**src/rtl/iz_boot_pkg.sv**
```systemverilog
// Shared boot sequencer types: FSM state encoding, HALT opcode, opcode field slice.
// Latency: none, declarations only.
// Backpressure: not applicable.
`ifndef IZ_BOOT_PKG_SV
`define IZ_BOOT_PKG_SV

// Opcode field of a 32-bit instruction word; only these bits decide HALT.
`define IZ_OPC_FIELD(w) w[31:26]

package iz_boot_pkg;

    typedef enum logic [2:0] {
        ST_IDLE  = 3'd0,
        ST_FETCH = 3'd1,
        ST_WRITE = 3'd2,
        ST_DONE  = 3'd3,
        ST_ERR   = 3'd4
    } boot_state_e;

    // Opcode that marks the last word of a boot image.
    localparam logic [5:0] BOOT_HALT_OPC = 6'b011000;

endpackage

`endif

```
**src/rtl/boot_loader_ctrl.sv**
```systemverilog
// Boot sequencer: copies the disk boot image into instruction memory up to and including the HALT word.
// Latency: 2 cycles per word (FETCH + WRITE) plus one cycle per disk wait cycle.
// Backpressure: disk_rd_req held with a stable address until disk_rd_valid; the core is stalled throughout.
module boot_loader_ctrl
    import iz_boot_pkg::*;
#(
    parameter int                ADDR_W    = 26,
    parameter int                DATA_W    = 32,
    parameter int                MAX_WORDS = 1024,
    parameter logic [5:0]        HALT_OPC  = BOOT_HALT_OPC,
    parameter logic [ADDR_W-1:0] DISK_BASE = '0,
    parameter logic [ADDR_W-1:0] IM_BASE   = '0
) (
    input  logic              clock,
    input  logic              reset,
    input  logic              start,
    output logic              disk_rd_req,
    output logic [ADDR_W-1:0] disk_addr,
    input  logic              disk_rd_valid,
    input  logic [DATA_W-1:0] disk_rd_data,
    output logic              im_we,
    output logic [ADDR_W-1:0] im_addr,
    output logic [DATA_W-1:0] im_wdata,
    output logic              cpu_hold,
    output logic              boot_done,
    output logic              boot_err,
    output logic [ADDR_W-1:0] mmu_lower
);

    // One extra bit so the counter can represent MAX_WORDS itself.
    localparam int CNT_W = $clog2(MAX_WORDS) + 1;

    boot_state_e       state_q, state_d;
    logic [CNT_W-1:0]  cnt_q, cnt_d;
    logic [DATA_W-1:0] data_q, data_d;
    logic [ADDR_W-1:0] mmu_lower_q, mmu_lower_d;
    logic              halt_word;

    assign halt_word = (`IZ_OPC_FIELD(data_q) == HALT_OPC);

    // State, word counter, captured disk word and published image length.
    always_ff @(posedge clock) begin
        if (reset) begin
            state_q     <= ST_IDLE;
            cnt_q       <= '0;
            data_q      <= '0;
            mmu_lower_q <= '0;
        end else begin
            state_q     <= state_d;
            cnt_q       <= cnt_d;
            data_q      <= data_d;
            mmu_lower_q <= mmu_lower_d;
        end
    end

    // Next-state logic; start is only honoured when no copy is in flight.
    always_comb begin
        state_d     = state_q;
        cnt_d       = cnt_q;
        data_d      = data_q;
        mmu_lower_d = mmu_lower_q;
        case (state_q)
            ST_IDLE: begin
                if (start) begin
                    state_d = ST_FETCH;
                    cnt_d   = '0;
                end
            end
            ST_FETCH: begin
                if (disk_rd_valid) begin
                    data_d  = disk_rd_data;
                    state_d = ST_WRITE;
                end
            end
            ST_WRITE: begin
                if (halt_word) begin
                    state_d     = ST_DONE;
                    mmu_lower_d = ADDR_W'(cnt_q) + ADDR_W'(1);
                end else if (cnt_q == CNT_W'(MAX_WORDS - 1)) begin
                    state_d = ST_ERR;
                end else begin
                    cnt_d   = cnt_q + CNT_W'(1);
                    state_d = ST_FETCH;
                end
            end
            ST_DONE, ST_ERR: begin
                if (start) begin
                    state_d = ST_FETCH;
                    cnt_d   = '0;
                end
            end
            default: state_d = ST_IDLE;
        endcase
    end

    // Outputs decode only registered state, so they never follow inputs combinationally.
    // Addresses and data are forced to zero outside their strobes so reset shows all-zero outputs.
    always_comb begin
        disk_rd_req = 1'b0;
        disk_addr   = '0;
        im_we       = 1'b0;
        im_addr     = '0;
        im_wdata    = '0;
        cpu_hold    = 1'b0;
        boot_done   = 1'b0;
        boot_err    = 1'b0;
        mmu_lower   = mmu_lower_q;
        case (state_q)
            ST_FETCH: begin
                disk_rd_req = 1'b1;
                disk_addr   = DISK_BASE + ADDR_W'(cnt_q);
                cpu_hold    = 1'b1;
            end
            ST_WRITE: begin
                im_we    = 1'b1;
                im_addr  = IM_BASE + ADDR_W'(cnt_q);
                im_wdata = data_q;
                cpu_hold = 1'b1;
            end
            ST_DONE: boot_done = 1'b1;
            ST_ERR:  boot_err  = 1'b1;
            default: ;
        endcase
    end

endmodule
```
**config.mk**
```make
export PLATFORM = sky130hd
export DESIGN_NAME = boot_loader_ctrl
export DESIGN_NICKNAME = d
export VERILOG_FILES = /design/src/rtl/iz_boot_pkg.sv /design/src/rtl/boot_loader_ctrl.sv
export SDC_FILE = /design/constraint.sdc
export NUM_CORES = 1
export LEC_CHECK = 0
export ABC_AREA = 1
export ABC_CLOCK_PERIOD_IN_PS = 3370
export CAP_MARGIN = 20
export CORE_UTILIZATION = 44
export CTS_CLUSTER_SIZE = 24
export DETAILED_ROUTE_END_ITERATION = 12
export PLACE_DENSITY = 0.85
export SKIP_LAST_GASP = 1
export SYNTH_ARGS = -nofsm -noshare
export SYNTH_HDL_FRONTEND = slang
export SYNTH_SLANG_ARGS = --single-unit
```
**constraint.sdc**
```tcl
create_clock -name clock -period 3.37 [get_ports clock]
set_clock_uncertainty 0.1 [all_clocks]
set_input_delay 0.674 -clock clock [delete_from_list [all_inputs] [get_ports clock]]
set_output_delay 0.674 -clock clock [all_outputs]
set_load 0.02 [all_outputs]
```
==> impl_metrics.yaml, run 1 <==
cts:
  cts_htree_levels: 3
  cts_sinks: 58
  cts_tree: "done"
  clock_latency_ps: 330
  cts.clk_slew.worst_paths_ps: 60
  postCtsResizedCells: 0
  postCtsHoldBufs: 0
  cts_buffer_depth: 2
  cts_inserted_buffers: 9
  cts_setup_buffers: 0
  root_buffer: "clkbuf_8"
critical_path:
  reg2reg_slack_ps: 1450
  startpoint: "state_q[0]"
  cp_cell_sequence: "inv_2, nand2_4, nor2_4, inv_2, nor2_1, clkdlybuf4s50_1"
  cpPeakStageDelay_ps: 570
  crit_path_end: "im_wdata[12]"
  reg2reg_depth: 8
  r2r-start: "cnt_q[0]"
  required_ps: 2600
  worstPathArrival_ps: 2250
  r2r-end: "cnt_q[1]"
  startpoint_type: "register"
  path_delay_family: "buffers and inverters"
  cp-end-kind: "primary output"
  cp.depth: 6
  crit_slowest_cell: "inv_2"
  path_class: "register to primary output"
  path_common_cell: "inv_2"
  cp_max_fo: 45
  crit_buf_inv: 3
finish:
  fin_nets: 589
  synthToLayoutAreaGrowth_pct: 34.15
  post-route-util: 0.6123
  ff_latch_area_mm2: 0.001161
  postLayoutCellArea_mm2: 0.004183
  num_antenna_cells: 0
  layout-drive-gt1-share: 0.06643
  fillerInstances: 612
  multi_input_area_mm2: 0.001416
detailed_routing:
  drtIter0Drc: 87
  vias: 2979
  wl_mm: 7.473
  ant_nets: 0
  viasPerCell: 4.562
  wire_per_inst_um: 11.44
  route.detailed.drc: 0
  first_pass_iters: 6
logic_synthesis:
  synthCells: 454
  synth_most_common_cell: "nor2_1"
  synth_common_cells: "nor2_1 (82), dfxtp_1 (58), inv_1 (58)"
  synth_top_area_cell: "dfxtp_1"
  synth_cell_types: 30
  ys_warn_count: 0
  yosys.area.top_type_share: 0.3724
  synthTopCellsByArea: "dfxtp_1 (37%), buf_4 (12%), nor2_1 (9.9%)"
  synth_edf_count: 0
  syn_area_per_cell_um2: 6.868
  synthArstFlopShare: 0
  synth_area_mm2: 0.003118
  ys_ff_latch: 58
  ys.flop_type: "dfxtp_1"
  yosysSeqAreaShare: 0.3724
sta:
  drv_slew: 0
  finalSetupViolCount: 0
  max_freq_mhz: 330.8
  tns_ps: 0
  fin_hold_ws_ps: 352.0
  setup_ws_ps: 346.8
  final.min_clock_period_ps: 3023
  slew_headroom: 0.4946
  rsz0062_at_grt: "no"
  hold_violations: 0
  worst_pin_slew_ps: 757.1
  fin_crit_sh: 0.8971
power:
  p_leak_uw: 0.001721
  ir_drop_uv: 206.7
  powerDensity_mw_per_mm2: 452.5
die:
  ios: 151
  row_count: 30
  initial_core_util: 0.4564
  fp.dieW_um: 86.18
  core-area_mm2: 0.006832
  fp.dieH_um: 86.18
  dieArea_mm2: 0.007427
place:
  io_buffers: 106
  place.gp.congestion: 0.8481
  pre_cts_ws_ps: 670.9
  dpl-instance-area_mm2: 0.004020
  hpwl_mm: 5.404
status:
  status: "complete, no violations"
global_routing:
  grt_use_total: 0.2012
  antenna_found_initial: 0
  grt_max_degree: 65
  grt_remaining_overflow: 0
  grt_pass1_vias: 2734
  grt_pass1_wl_mm: 11.81
run:
  drv_cap: 0
worst_hold_path:
  min_path_type: "register to register"
==> sequential cells by signal, summed over array words and instances, names as in the netlist <==
register,cells
data_q,32
mmu_lower,12
cnt_q,11
state_q,3
==> layout make-up <==
class                   instances  area share
flip-flops and latches         58      0.2776
inverters                      65     0.05893
clock buffers                  11     0.03141
well taps                      96     0.02872
clock inverters                 5    0.007478
multi-input cells             310      0.3386
repair buffers                108      0.2573
==> worst register-to-register path: cells and delay by family (launching register included) <==
kind | cells | cell delay [ps]
simple gates | 7 | 1150
fa+ha+maj | 1 | 190
flops | 1 | 380
==> power by group <==
part           total [µW]  internal (µW)  switching (µW)
logic                 546            186             360
registers             807            765            42.0
clock network         539            264             275
total                1890           1220             677
==> per-layer routing <==
metal / routed length (µm) / share of wire / track usage
met2: 3577 / 0.48 / 0.3478
met1: 3221 / 0.43 / 0.2319
met5: 0 / 0 / 0
met3: 547 / 0.073 / 0.05048
met4: 126 / 0.017 / 0.09848
==> metrics by stage <==
stage / total power [µW] / instances
2_1_floorplan: 1253 / 497
3_5_place_dp: 1363 / 637
4_1_cts: 1908 / 653
5_1_grt: 2009 / 653
6_report: 1893 / 653
3_3_place_gp: 1348 / 637
==> how the worst min path moves through the flow <==
| stage | startpoint | end | slack [ps] | depth (start not counted) |
|---|---|---|---|---|
| after floorplan | data_q[13] | data_q[13] | 330 | 2 |
| after global placement | data_q[18] | data_q[18] | 340 | 2 |
| after detailed placement | data_q[20] | data_q[20] | 340 | 2 |
| after CTS | data_q[20] | data_q[20] | 350 | 2 |
| after global routing | data_q[20] | data_q[20] | 360 | 2 |
| final | data_q[20] | data_q[20] | 350 | 2 |
==> logic make-up after synthesis <==
kind of cell,Yosys count,share of synthesized area
flip-flops,58,0.3724
XOR/XNOR,3,0.008429
buffers and inverters,129,0.2251
AND/OR/NAND/NOR,160,0.2183
adder cells (fa/ha/maj),1,0.004012
AO/OA/AOI/OAI,102,0.1705
other,1,0.001203
==> cell usage in the layout, fill, tap and decap left out, drive strengths merged <==
| cell type | instances |
|---|---|
| xor2 | 3 |
| clkdlybuf4s50 | 106 |
| o21ai | 49 |
| ha | 1 |
| dfxtp | 58 |
| nor2 | 87 |
| nand4 | 1 |
| nand2 | 58 |
| inv | 65 |
| conb | 44 |
| clkinv | 4 |
| nor3 | 4 |
| a21oi | 49 |
| o21bai | 1 |
| nand3 | 9 |
| buf | 2 |
| nand3b | 1 |
| a31oi | 3 |
| clkbuf | 11 |
| clkinvlp | 1 |
No activity file was read; power rests on OpenSTA's default activity.
==> inputs of run 2 (changes only) <==
--- a/config.mk
+++ b/config.mk
@@ -9,7 +9,6 @@
 export ABC_CLOCK_PERIOD_IN_PS = 3370
 export CAP_MARGIN = 20
 export CORE_UTILIZATION = 44
-export CTS_CLUSTER_SIZE = 24
 export DETAILED_ROUTE_END_ITERATION = 12
 export PLACE_DENSITY = 0.85
 export SKIP_LAST_GASP = 1
==> results of run 2 <==
The final DEF is identical to that of run 1; final timing and power are the same.
